<file path="src/rtl/lsu_pkg.sv">
// -----------------------------------------------------------------------------
// lsu_pkg
// Shared types and constants for the load/store unit.
//   - load_type_e / store_type_e : decoder LoadType/StoreType encodings
//   - lsu_state_e                : LSU transaction FSM states
//   - LOAD_* / STORE_*           : raw type-code constants (same bits as decoder)
//   - access_bytes()             : access size in bytes, 0 for an illegal code
// -----------------------------------------------------------------------------
package lsu_pkg;

  typedef enum logic [2:0] {
    LB  = 3'b000,
    LH  = 3'b001,
    LW  = 3'b010,
    LBU = 3'b011,
    LHU = 3'b100
  } load_type_e;

  typedef enum logic [1:0] {
    SB = 2'b00,
    SH = 2'b01,
    SW = 2'b10
  } store_type_e;

  typedef enum logic [1:0] {
    IDLE   = 2'b00,
    REQ    = 2'b01,
    WAIT_R = 2'b10,
    DONE   = 2'b11
  } lsu_state_e;

  localparam logic [2:0] LOAD_LB  = 3'b000;
  localparam logic [2:0] LOAD_LH  = 3'b001;
  localparam logic [2:0] LOAD_LW  = 3'b010;
  localparam logic [2:0] LOAD_LBU = 3'b011;
  localparam logic [2:0] LOAD_LHU = 3'b100;

  localparam logic [1:0] STORE_SB = 2'b00;
  localparam logic [1:0] STORE_SH = 2'b01;
  localparam logic [1:0] STORE_SW = 2'b10;

  // Size of the access in bytes (1, 2 or 4); 0 flags an undefined type code.
  function automatic logic [2:0] access_bytes(input logic       is_store,
                                              input logic [2:0] load_type,
                                              input logic [1:0] store_type);
    logic [2:0] n;
    n = 3'd0;
    if (is_store) begin
      case (store_type)
        STORE_SB: n = 3'd1;
        STORE_SH: n = 3'd2;
        STORE_SW: n = 3'd4;
        default:  n = 3'd0;
      endcase
    end else begin
      case (load_type)
        LOAD_LB, LOAD_LBU: n = 3'd1;
        LOAD_LH, LOAD_LHU: n = 3'd2;
        LOAD_LW:           n = 3'd4;
        default:           n = 3'd0;
      endcase
    end
    return n;
  endfunction

endpackage

</file>
<file path="src/rtl/lsu_align.sv">
// -----------------------------------------------------------------------------
// lsu_align
// Purely combinational lane logic for the load/store unit.
// Ports:
//   i_we, i_load_type, i_store_type, i_addr_lo, i_wdata : the M-stage operation
//   i_ld_type_q, i_ld_addr_lo_q                         : type/offset of the
//                                                         load in flight
//   i_rdata                                             : raw memory read word
//   o_be, o_wdata       : byte enables and lane-steered store data
//   o_illegal           : undefined type code
//   o_misalign          : address not aligned to the access size
//   o_rdata_ext         : selected and sign/zero-extended load result
// -----------------------------------------------------------------------------
module lsu_align
  import lsu_pkg::*;
(
  input  logic        i_we,
  input  logic [2:0]  i_load_type,
  input  logic [1:0]  i_store_type,
  input  logic [1:0]  i_addr_lo,
  input  logic [31:0] i_wdata,
  input  logic [2:0]  i_ld_type_q,
  input  logic [1:0]  i_ld_addr_lo_q,
  input  logic [31:0] i_rdata,
  output logic [3:0]  o_be,
  output logic [31:0] o_wdata,
  output logic        o_illegal,
  output logic        o_misalign,
  output logic [31:0] o_rdata_ext
);

  logic [2:0]  w_size;
  logic [7:0]  w_byte;
  logic [15:0] w_half;

  // Size decode, legality, alignment, byte enables and store-data replication.
  always_comb begin
    w_size     = access_bytes(i_we, i_load_type, i_store_type);
    o_illegal  = (w_size == 3'd0);
    o_misalign = 1'b0;
    o_be       = 4'b0000;
    o_wdata    = 32'h0000_0000;
    case (w_size)
      3'd1: begin
        o_be    = 4'b0001 << i_addr_lo;
        o_wdata = {4{i_wdata[7:0]}};
      end
      3'd2: begin
        o_misalign = i_addr_lo[0];
        o_be       = 4'b0011 << i_addr_lo;
        o_wdata    = {2{i_wdata[15:0]}};
      end
      3'd4: begin
        o_misalign = (i_addr_lo != 2'b00);
        o_be       = 4'b1111;
        o_wdata    = i_wdata;
      end
      default: begin
        o_misalign = 1'b0;
        o_be       = 4'b0000;
        o_wdata    = 32'h0000_0000;
      end
    endcase
  end

  // Pick the addressed byte/halfword of the returned word and extend it.
  always_comb begin
    case (i_ld_addr_lo_q)
      2'b00:   w_byte = i_rdata[7:0];
      2'b01:   w_byte = i_rdata[15:8];
      2'b10:   w_byte = i_rdata[23:16];
      2'b11:   w_byte = i_rdata[31:24];
      default: w_byte = 8'h00;
    endcase
    if (i_ld_addr_lo_q[1]) begin
      w_half = i_rdata[31:16];
    end else begin
      w_half = i_rdata[15:0];
    end
    case (i_ld_type_q)
      LOAD_LB:  o_rdata_ext = {{24{w_byte[7]}}, w_byte};
      LOAD_LH:  o_rdata_ext = {{16{w_half[15]}}, w_half};
      LOAD_LW:  o_rdata_ext = i_rdata;
      LOAD_LBU: o_rdata_ext = {24'h00_0000, w_byte};
      LOAD_LHU: o_rdata_ext = {16'h0000, w_half};
      default:  o_rdata_ext = 32'h0000_0000;
    endcase
  end

endmodule

</file>
<file path="src/rtl/load_store_unit.sv">
// -----------------------------------------------------------------------------
// load_store_unit
// Turns one M-stage memory operation into a req/gnt/rvalid transaction on a
// word-addressed 32-bit data port and stalls the pipeline until it completes.
// Optional build macro: LSU_TIMEOUT_EN -- aborts a transaction that spends
// TIMEOUT_CYC cycles in REQ+WAIT_R, reporting ErrM.
// Ports:
//   clk, rst_n                : clock, asynchronous active-low reset
//   MemReqM, MemWriteM        : operation valid, 1 = store
//   LoadTypeM, StoreTypeM     : decoder type codes
//   AddrM, WriteDataM         : byte address, right-aligned store data
//   StallM                    : hold F/D/E/M
//   ReadDataM, DoneM, ErrM    : extended load data, completion pulse, error
//   mem_req/we/addr/be/wdata  : data-memory request channel
//   mem_gnt                   : request accepted
//   mem_rvalid, mem_rdata     : read response
// -----------------------------------------------------------------------------
module load_store_unit
  import lsu_pkg::*;
#(
  parameter int ADDR_W      = 32,
  parameter int TIMEOUT_CYC = 255
) (
  input  logic              clk,
  input  logic              rst_n,
  input  logic              MemReqM,
  input  logic              MemWriteM,
  input  logic [2:0]        LoadTypeM,
  input  logic [1:0]        StoreTypeM,
  input  logic [ADDR_W-1:0] AddrM,
  input  logic [31:0]       WriteDataM,
  output logic              StallM,
  output logic [31:0]       ReadDataM,
  output logic              DoneM,
  output logic              ErrM,
  output logic              mem_req,
  output logic              mem_we,
  output logic [ADDR_W-1:0] mem_addr,
  output logic [3:0]        mem_be,
  output logic [31:0]       mem_wdata,
  input  logic              mem_gnt,
  input  logic              mem_rvalid,
  input  logic [31:0]       mem_rdata
);

  lsu_state_e        r_state;
  logic [ADDR_W-1:0] r_addr;
  logic [3:0]        r_be;
  logic [31:0]       r_wdata;
  logic              r_we;
  logic [2:0]        r_ld_type;
  logic [1:0]        r_addr_lo;
  logic              r_err;
  logic [31:0]       r_rdata;

  logic [3:0]        w_be;
  logic [31:0]       w_wdata;
  logic              w_illegal;
  logic              w_misalign;
  logic [31:0]       w_rdata_ext;
  logic              w_tmo_hit;

`ifdef LSU_TIMEOUT_EN
  localparam int CNT_W = (TIMEOUT_CYC > 255) ? $clog2(TIMEOUT_CYC + 1) : 8;
  logic [CNT_W-1:0] r_tmo_cnt;
  // Hit on the last permitted REQ/WAIT_R cycle so the abort lands exactly
  // TIMEOUT_CYC cycles after entering REQ.
  assign w_tmo_hit = (r_tmo_cnt == CNT_W'(TIMEOUT_CYC - 1));
`else
  localparam int unused_timeout_cyc = TIMEOUT_CYC;
  assign w_tmo_hit = 1'b0;
`endif

  lsu_align u_align (
    .i_we           (MemWriteM),
    .i_load_type    (LoadTypeM),
    .i_store_type   (StoreTypeM),
    .i_addr_lo      (AddrM[1:0]),
    .i_wdata        (WriteDataM),
    .i_ld_type_q    (r_ld_type),
    .i_ld_addr_lo_q (r_addr_lo),
    .i_rdata        (mem_rdata),
    .o_be           (w_be),
    .o_wdata        (w_wdata),
    .o_illegal      (w_illegal),
    .o_misalign     (w_misalign),
    .o_rdata_ext    (w_rdata_ext)
  );

  // Transaction FSM with its request and result registers.
  always_ff @(posedge clk or negedge rst_n) begin
    if (!rst_n) begin
      r_state   <= IDLE;
      r_addr    <= {ADDR_W{1'b0}};
      r_be      <= 4'b0000;
      r_wdata   <= 32'h0000_0000;
      r_we      <= 1'b0;
      r_ld_type <= 3'b000;
      r_addr_lo <= 2'b00;
      r_err     <= 1'b0;
      r_rdata   <= 32'h0000_0000;
`ifdef LSU_TIMEOUT_EN
      r_tmo_cnt <= {CNT_W{1'b0}};
`endif
    end else begin
      case (r_state)
        IDLE: begin
          if (MemReqM) begin
            if (w_illegal || w_misalign) begin
              // Rejected without touching memory.
              r_state <= DONE;
              r_err   <= 1'b1;
              r_rdata <= 32'h0000_0000;
            end else begin
              r_state   <= REQ;
              r_err     <= 1'b0;
              r_addr    <= {AddrM[ADDR_W-1:2], 2'b00};
              r_be      <= w_be;
              r_wdata   <= w_wdata;
              r_we      <= MemWriteM;
              r_ld_type <= LoadTypeM;
              r_addr_lo <= AddrM[1:0];
`ifdef LSU_TIMEOUT_EN
              r_tmo_cnt <= {CNT_W{1'b0}};
`endif
            end
          end
        end
        REQ: begin
          // Completion takes priority over a timeout in the same cycle.
          if (mem_gnt && r_we) begin
            r_state <= DONE;
          end else if (mem_gnt && mem_rvalid) begin
            r_rdata <= w_rdata_ext;
            r_state <= DONE;
          end else if (w_tmo_hit) begin
            r_state <= DONE;
            r_err   <= 1'b1;
            r_rdata <= 32'h0000_0000;
          end else if (mem_gnt) begin
            r_state <= WAIT_R;
          end else begin
            r_state <= REQ;
          end
`ifdef LSU_TIMEOUT_EN
          r_tmo_cnt <= r_tmo_cnt + CNT_W'(1);
`endif
        end
        WAIT_R: begin
          if (mem_rvalid) begin
            r_rdata <= w_rdata_ext;
            r_state <= DONE;
          end else if (w_tmo_hit) begin
            r_state <= DONE;
            r_err   <= 1'b1;
            r_rdata <= 32'h0000_0000;
          end else begin
            r_state <= WAIT_R;
          end
`ifdef LSU_TIMEOUT_EN
          r_tmo_cnt <= r_tmo_cnt + CNT_W'(1);
`endif
        end
        DONE: begin
          // The MemReqM still visible here belongs to the finishing
          // instruction, so it is never accepted again.
          r_state <= IDLE;
        end
        default: begin
          r_state <= IDLE;
        end
      endcase
    end
  end

  // Stall: combinational request in IDLE (accept cycle), held while busy.
  always_comb begin
    StallM = 1'b0;
    case (r_state)
      IDLE:    StallM = MemReqM;
      REQ:     StallM = 1'b1;
      WAIT_R:  StallM = 1'b1;
      DONE:    StallM = 1'b0;
      default: StallM = 1'b0;
    endcase
  end

  // Request fields are driven only while requesting so the port idles at 0.
  assign mem_req   = (r_state == REQ);
  assign mem_we    = mem_req & r_we;
  assign mem_addr  = mem_req ? r_addr  : {ADDR_W{1'b0}};
  assign mem_be    = mem_req ? r_be    : 4'b0000;
  assign mem_wdata = mem_req ? r_wdata : 32'h0000_0000;

  assign DoneM     = (r_state == DONE);
  assign ErrM      = DoneM & r_err;
  assign ReadDataM = r_rdata;

endmodule
</file>
<file path="config.mk">
export PLATFORM = sky130hd
export DESIGN_NAME = load_store_unit
export DESIGN_NICKNAME = d
export VERILOG_FILES = /design/src/rtl/lsu_pkg.sv /design/src/rtl/lsu_align.sv /design/src/rtl/load_store_unit.sv
export SDC_FILE = /design/constraint.sdc
export NUM_CORES = 1
export LEC_CHECK = 0
export BUFFER_PORTS_ARGS = -buffer_cell sky130_fd_sc_hd__buf_2
export CAP_MARGIN = 0
export CORE_MARGIN = 5
export CORE_UTILIZATION = 35
export CTS_BUF_LIST = sky130_fd_sc_hd__clkbuf_8
export DETAILED_ROUTE_END_ITERATION = 16
export PLACE_DENSITY_LB_ADDON = 0.1
export SYNTH_ARGS = -nofsm -noshare
export SYNTH_HDL_FRONTEND = slang
export SYNTH_SLANG_ARGS = --single-unit
</file>
<file path="constraint.sdc">
create_clock -name clk -period 3 [get_ports clk]
set_clock_uncertainty 0.1 [all_clocks]
set_input_delay 0.15 -clock clk [delete_from_list [all_inputs] [get_ports clk]]
set_output_delay 0.15 -clock clk [all_outputs]
set_load 0.01 [all_outputs]
</file>
==> results of run 1 <==
where the power goes:
group          switching (W)  internal, W
combinational        0.00184      0.00166
clock               0.000501     0.000402
sequential          0.000380      0.00208
total                0.00272      0.00415
per-stage QoR:
step                      cell area, um2  setup WS [ns]
final                               7970          0.448
after global routing                7970          0.346
after CTS                           7960          0.458
after detailed placement            7170          0.615
after global placement              7170          0.685
after floorplan                     5800          0.812
flip-flops by register name (all words and copies together) (netlist names):
| name | count |
|---|---|
| r_ld_type | 3 |
| r_wdata | 32 |
| r_be | 4 |
| r_addr | 30 |
| ReadDataM | 32 |
| r_we | 1 |
| r_addr_lo | 2 |
| r_state | 2 |
| r_err | 1 |
final cells by class:
class	instances	area (um2)	share of cell area [%]
well taps	220	275	3.45
flip-flops and latches	107	2680	33.6
multi-input cells	373	2940	36.9
clock buffers	10	138	1.73
repair buffers	287	1850	23.2
inverters	7	26.3	0.330
clock inverters	6	56.3	0.707
diodes	2	5.00	0.0628
what timing repair did:
action | 4_1_cts | 5_1_grt
hold buffers | 60 | 0
endpoints found under the hold margin | 111 | 0
endpoints found under the setup margin | 0 | 0
worst min-delay path by stage:
stage / startpoint / endpoint / slack, ns
2_1_floorplan: rst_n / ReadDataM[0]$_DFFE_PN0P_ / -0.25
4_1_cts: WriteDataM[26] / r_wdata[26]$_DFFE_PN0P_ / 0.004
3_3_place_gp: rst_n / ReadDataM[25]$_DFFE_PN0P_ / 0.16
6_report: WriteDataM[17] / r_wdata[17]$_DFFE_PN0P_ / 0.02
5_1_grt: WriteDataM[11] / r_wdata[11]$_DFFE_PN0P_ / 0.03
3_5_place_dp: rst_n / ReadDataM[25]$_DFFE_PN0P_ / 0.15
metal layers:
layer	GRT usage (%)	up-vias	routed length, um
li1	-	2366	-
met1	21.9	2418	7400
met2	31.3	146	8640
met3	4.86	19	1140
met4	5.05	4	210
met5	0	-	21
worst min-delay path: cells and delay by family:
kind / cells / cell delay, ns
AO/OA/AOI/OAI: 1 / 0.12
buffers and inverters: 1 / 0.07
multiplexers: 1 / 0.12
cells by family after synthesis:
group	count (synthesis)
AOI/OAI and AO/OA	78
muxes	119
and+or+nand+nor	167
adders and majority gates	4
DFF	107
other	1
buffers and inverters	47
xor gates and xnor gates	3
placed cells by master (no fill, tap or decap), types with 3 or more instances in the layout:
cell type	netlist	routed
dlygate4sd3_1	0	60
inv_1	7	8
mux4_2	3	3
o21ai_0	9	9
clkbuf_8	0	10
mux2_1	83	83
clkinv_2	0	3
dfrtp_1	107	107
ha_1	4	3
a22oi_1	8	8
and2_1	68	68
a22o_1	8	8
a21oi_1	19	19
a221oi_1	7	7
nand4_1	5	5
nand2b_1	4	4
buf_2	14	208
a31oi_1	5	5
buf_12	0	5
nand2_1	58	58
mux2_2	32	32
nor2_1	18	18
buf_4	3	14
a222oi_1	3	3
nand3b_1	4	4
==> summary.md, run 1 <==
| Metric | Value |
|---|---|
| Status | `finished clean` |
| Synth top area share | `between 40 and 50%` |
| Power, Total | `0.00687 W` |
| Peak supply drop | `0.373 mV` |
| Residual DRC | `0` |
| Worst r2r dst | `ReadDataM[23]$_DFFE_PN0P_` |
| Die height | `139 um` |
| Critical path peak fanout | `9` |
| Cell Chain, Critical Path | `dlygate4sd3_1, buf_2, nand2b_1, o31a_1, nor3_1, o311ai_4, buf_4, mux2_2` |
| # clock sinks | `about 110` |
| Min-Delay Path Class | `in -> reg` |
| Synth unique cells | `52` |
| Critical path endpoint category | `register` |
| Crit Path Class | `in -> reg` |
| Number of DRC markers in iteration 0 | `about 230` |
| Synth area leader | `dfrtp_1` |
| Syn avg cell area | `11.0 um2` |
| Ys flop type | `dfrtp_1` |
| Boundary Pins | `between 200 and 250` |
| RSZ-0062 raised after global routing | `no` |
| Post-synth ARST share | `100%` |
| Final Hold Viols | `0` |
| XOR/XNOR Fraction of Synth Area | `less than 1%` |
| Root Driver | `clkbuf_8` |
| HPWL Detailed | `12.8 mm` |
| Number of global-route vias before repair | `5434` |
| Slew Limit Fails | `0` |
| First-pass detailed-route iteration total | `7` |
| Synthesized area | `5790 um2` |
| Post-route minimum period | `2.55 ns` |
| Inst Count DP | `934` |
| CTS tree | `built` |
| R2R setup slack | `roughly 0.66 ns` |
| Pin count of the biggest net entering global routing | `55` |
| Detail Route Antenna Nets | `0` |
| CP bufs+invs | `3` |
| Slew margin rel. | `between 40 and 50%` |
| Post-synth EDFFs | `0` |
| Port buffer count | `209` |
| Largest delay share family, worst path | `buffers and inverters` |
| Initial antenna violation count | `4` |
| Non-filler cells, final | `1012` |
| Nets | `896` |
| Final Util | `48.6%` |
| Worst hold slack | `between 0.015 and 0.02 ns` |
| Initial core utilization | `35.3%` |
| Max Fclk | `about 400 MHz` |
| Multiplexer share of the synthesized area | `23.7%` |
| Drt wl/cell | `17.2 um` |
| Fin crit share | `85.1%` |
| Syn Inst Count | `526` |
| Arrival time worst endpoint | `~2.7 ns` |
| Full die area | `19200 um2` |
| Die W | `139 um` |
| Final setup violation count | `0` |
| Crit path from | `LoadTypeM[0]` |
| Worst r2r src | `r_state[1]$_DFFE_PN0P_` |
| CP Capture Point | `r_addr_lo[0]$_DFFE_PN0P_` |
| Post CTS Setup Buffer Count | `0` |
| Synthesis-stage register bit count | `107` |
| CP Data Required Time | `3.16 ns` |
| Worst-path clk slew | `0.10 ns` |
| Clock tree buffer depth | `2` |
| Max cap viols | `0` |
| Compound-Gate Fraction of Synth Area | `9.89%` |
| First-pass GRT wire length | `28.4 mm` |
| Post-synthesis sequential area ratio | `46.2%` |
| WP depth | `8` |
| Register-to-Register Path Depth | `7` |
| Crit-path max cell delay | `0.71 ns` |
| Post-CTS Resized | `0` |
| Pwr Density | `862 nW/um2` |
| Startpoint types | `input pin` |
| Synthesis-to-finish area growth | `37.5%` |
| Total CTS buffers | `9` |
| Worst path slowest cell | `o311ai_4` |
| Grt ovf | `0` |
| Synth top area cells | `dfrtp_1 (46%), mux2_1 (16%), and2_1 (7.3%)` |
| Vias | `4953` |
| Post-Synth Adder-Cell Area | `less than 1%` |
| Core area | `16400 um2` |
| Hold path depth | `3` |
| Vias per Instance | `4.89` |
| Simple-Gate Fraction of Synth Area | `15.3%` |
| Htree depth | `3` |
| Fill cells | `1545` |
| Synth Warn # | `0` |
| Placer's final routability congestion estimate | `~0.8` |
| Main combinational cell family by area after synthesis | `multiplexers` |
| Actual slew at the worst max-slew pin | `roughly 0.8 ns` |
| Sum of negative setup slack | `0 ns` |
| Row count | `47` |
| Lkg Pwr | `4.02 nW` |
| Layout cell share with drive strength beyond 1 | `36.3%` |
| Count leader, synth | `dfrtp_1` |
| Final wirelength | `between 15 and 20 mm` |
| Synth cell count leaders | `dfrtp_1 (107), mux2_1 (83), and2_1 (68), nand2_1 (58), mux2_2 (32)` |
| Clock Latency Late Sink | `between 0.3 and 0.4 ns` |
| GRT Overall Usage | `about 18%` |
Note: power is estimated with default switching activity, not from simulation.
==> run 2: changes to the inputs <==
--- a/config.mk
+++ b/config.mk
@@ -8,10 +8,12 @@
 export BUFFER_PORTS_ARGS = -buffer_cell sky130_fd_sc_hd__buf_2
 export CAP_MARGIN = 0
 export CORE_MARGIN = 5
-export CORE_UTILIZATION = 35
+export CORE_UTILIZATION = 52
 export CTS_BUF_LIST = sky130_fd_sc_hd__clkbuf_8
 export DETAILED_ROUTE_END_ITERATION = 16
 export PLACE_DENSITY_LB_ADDON = 0.1
 export SYNTH_ARGS = -nofsm -noshare
 export SYNTH_HDL_FRONTEND = slang
+export SYNTH_HIERARCHICAL = 1
 export SYNTH_SLANG_ARGS = --single-unit
+export TNS_END_PERCENT = 100
==> run 2 against run 1 <==
Against the previous run:
- clock power fell by 4.8%
- via count rose by 1.3%
- cell count fell by 12%
- sequential share of layout area rose by 2.4 points
- critical path depth rose by 3
- sequential cell count did not move
- sequential power rose by 4%
- non-clock buffer count fell by 29
- largest cell class unchanged
==> summary.md, run 2 <==
| Metric | Value |
|---|---|
| Drt wl/cell | `18.3 um (+6.2%)` |
| Initial antenna violation count | `0 (-4)` |
| Syn avg cell area | `11.2 um2 (+2.0%)` |
| Synthesized area | `5800 um2 (about the same)` |
| Fin crit share | `88.9% (+3.9 points)` |
| Critical path endpoint category | `register` |
| Full die area | `13400 um2 (-31%)` |
| Peak supply drop | `0.575 mV (+54%)` |
| Die W | `116 um (-17%)` |
| Post-DP Area | `6880 um2 (-4.1%)` |
| Worst-path clk slew | `0.09 ns (about the same)` |
| Pwr Density | `958 nW/um2 (+11%)` |
| Synthesis-stage register bit count | `107 (unchanged)` |
| Fill cells | `907 (-41%)` |
| Htree depth | `3 (unchanged)` |
| Slew margin rel. | `39.2% (-7.9 points)` |
| RSZ-0062 raised after global routing | `no` |
| CTS tree | `built` |
| Detail Route Antenna Nets | `0 (unchanged)` |
| Post-route minimum period | `2.67 ns (+0.116 ns)` |
| Vias | `5018 (+1.3%)` |
| Post-Synth Adder-Cell Area | `1.08% (+0.22 points)` |
| Commonest non-fill, non-tap cell in the layout | `buf_2` |
| Pin count of the biggest net entering global routing | `74 (+35%)` |
| Clock Latency Late Sink | `0.37 ns (about the same)` |
| Synthesis-to-finish area growth | `28.4%` |
| Ys flop type | `dfrtp_1` |
| HPWL Detailed | `11.6 mm (-9.3%)` |
| GRT Overall Usage | `24.7% (+6.8 points)` |
| Main combinational cell family by area after synthesis | `multiplexers` |
| Multiplexer share of the synthesized area | `16.3% (-7.4 points)` |
| Lkg Pwr | `3.81 nW (-5.1%)` |
| Synth top area cells | `dfrtp_1 (46%), mux2_2 (14%), and2_1 (8.3%)` |
| Synth top area share | `46.2% (about the same)` |
| Max Fclk | `375 MHz (-4.3%)` |
| Placer's final routability congestion estimate | `0.880 (+8.9%)` |
| Row count | `38 (-19%)` |
| Post-synth ARST share | `100% (unchanged)` |
| Sum of negative setup slack | `0 ns (unchanged)` |
| Hold buffer count at cts | `39 (-35%)` |
| Critical path peak fanout | `32 (+23)` |
| Boundary Pins | `212 (unchanged)` |
| Min-Delay Path Class | `in -> reg` |
| Worst r2r dst | `ReadDataM[24]$_DFFE_PN0P_` |
| Final wirelength | `16.3 mm (-6.4%)` |
| Actual slew at the worst max-slew pin | `0.906 ns (+0.115 ns)` |
| Number of DRC markers in iteration 0 | `416 (+85%)` |
| CP Data Required Time | `3.21 ns (+0.05 ns)` |
| Status | `finished clean` |
| Power, Total | `0.00713 W (+3.8%)` |
| First-pass detailed-route iteration total | `6 (-1)` |
| Synth Warn # | `6 (+6)` |
| Post-synthesis sequential area ratio | `46.2% (about the same)` |
| Post-CTS Resized | `0 (unchanged)` |
| Post CTS Setup Buffer Count | `0 (unchanged)` |
| Synth unique cells | `48 (-7.7%)` |
| Post-synth EDFFs | `0 (unchanged)` |
| Hold EP | `r_wdata[25]$_DFFE_PN0P_` |
| Post-Route M1 WL | `6.57 mm (-11%)` |
| Cell area after layout | `7440 um2 (-6.6%)` |
| Root Driver | `clkbuf_8` |
| DR WL met3 | `1.31 mm (+15%)` |
| R2R setup slack | `0.63 ns (-0.03 ns)` |
| Simple-Gate Fraction of Synth Area | `14.4% (-0.87 points)` |
| Compound-Gate Fraction of Synth Area | `16.1% (+6.3 points)` |
| # clock sinks | `107 (unchanged)` |
| First-pass GRT wire length | `25.8 mm (-9.1%)` |
| Core area | `10900 um2 (-34%)` |
| Total CTS buffers | `9 (unchanged)` |
| Clock tree buffer depth | `2 (unchanged)` |
| Vias per Instance | `5.63 (+15%)` |
| Layout cell share with drive strength beyond 1 | `43.0% (+6.6 points)` |
| Commonest non-fill, non-tap cells in the layout | `buf_2 (208), dfrtp_1 (107), and2_1 (77), mux2_2 (72), a22o_1 (41)` |
| Crit Path Class | `in -> reg` |
| Residual DRC | `0 (unchanged)` |
| XOR/XNOR Fraction of Synth Area | `0.453% (about the same)` |
| Final setup violation count | `0 (unchanged)` |
| Port buffer count | `209 (unchanged)` |
| Slew Limit Fails | `0 (unchanged)` |
| Count leader, synth | `dfrtp_1` |
| Synth area leader | `dfrtp_1` |
| Final Hold Viols | `0 (unchanged)` |
| Register-to-Register Path Depth | `4 (-3)` |
| Arrival time worst endpoint | `2.88 ns (+0.16 ns)` |
| Top layer in use | `met4` |
| Hold path depth | `4 (+1)` |
| Startpoint types | `input pin` |
| Max cap viols | `0 (unchanged)` |
| Worst Hold Launch | `WriteDataM[25]` |
| Die height | `116 um (-17%)` |
| # diodes | `0 (-2)` |
| Nets | `861 (-3.9%)` |
| Met2 WL | `8.13 mm (-5.9%)` |
| Initial core utilization | `53.2% (+18 points)` |
| Number of global-route vias before repair | `5131 (-5.6%)` |
| Synth cell count leaders | `dfrtp_1 (107), and2_1 (77), mux2_2 (72), a22o_1 (41), nand2_1 (29)` |
| Worst r2r src | `r_addr_lo[1]$_DFFE_PN0P_` |
| Grt ovf | `0 (unchanged)` |
| Syn Inst Count | `516 (-1.9%)` |
[run 2: cell types whose count changed after synthesis, moves of 9 or more]
cell and change:
mux2_1 -74, mux2_2 +40, a22o_1 +33, nand2_1 -29
nor2_1 -12, buf_6 +11, and2_1 +9, clkbuf_1 -9
nand3_1 +9
[run 2: kinds of logic after synthesis]
group	count (synthesis)
AND/OR/NAND/NOR	147
AO/OA/AOI/OAI	118
flip-flops	107
multiplexers	83
buffers and inverters	52
adder cells (fa/ha/maj)	5
XOR/XNOR	3
other	1
[run 2: final cells by class]
class | instances | area, um2 | share of cell area [%]
Clock buffer | 9 | 124 | 1.66
Tap cell | 140 | 175 | 2.35
Inverter | 15 | 56.3 | 0.756
Multi-Input combinational cell | 358 | 2820 | 37.8
Sequential cell | 107 | 2680 | 36.0
Clock inverter | 5 | 55.1 | 0.739
Timing Repair Buffer | 258 | 1540 | 20.7
[run 2: stage by stage]
stage | utilization, % | hold WS [ns] | setup slack, ns | cells
after CTS | 68.4 | 0.00139 | 0.407 | 892
after floorplan | - | -0.246 | 0.641 | 517
after global routing | 68.4 | 0.0160 | 0.204 | 892
after global placement | 63.1 | 0.0842 | 0.591 | 839
final | 68.4 | 0.0348 | 0.332 | 892
after detailed placement | 63.1 | 0.0867 | 0.546 | 839
[run 2: how the worst max path moves through the flow]
stage | startpoint | to | slack, ns | cells after the start
finish | LoadTypeM[0] | ReadDataM[15]$_DFFE_PN0P_ | 0.33 | 11
CTS | LoadTypeM[0] | ReadDataM[22]$_DFFE_PN0P_ | 0.41 | 11
detailed placement | LoadTypeM[1] | r_addr[17]$_DFFE_PN0P_ | 0.55 | 8
floorplan | MemWriteM | r_wdata[12]$_DFFE_PN0P_ | 0.64 | 8
global placement | LoadTypeM[1] | r_ld_type[0]$_DFFE_PN0P_ | 0.59 | 8
global route | LoadTypeM[1] | ReadDataM[9]$_DFFE_PN0P_ | 0.20 | 11
[run 2: where the power goes]
part,switching (W),internal (W),total [W]
sequential,0.000451,0.00210,0.00256
combinational,0.00192,0.00179,0.00371
clock,0.000484,0.000376,0.000860
[run 2: worst max-delay path, stage by stage]
cell and delay (ns):
dlygate4sd3_1 0.53, buf_2 0.16, xnor2_1 0.13, o31ai_1 0.38
or2_1 0.19, a22o_1 0.21, o21ai_1 0.11, a221oi_2 0.32
and2_1 0.16, buf_4 0.32, a22o_1 0.20
[run 2: layer usage]
metal | global-route usage, % | vias up
li1 | - | 2318
met1 | 31.0 | 2470
met2 | 42.0 | 207
met3 | 4.80 | 23
met4 | 10.3 | 0
met5 | 0 | -
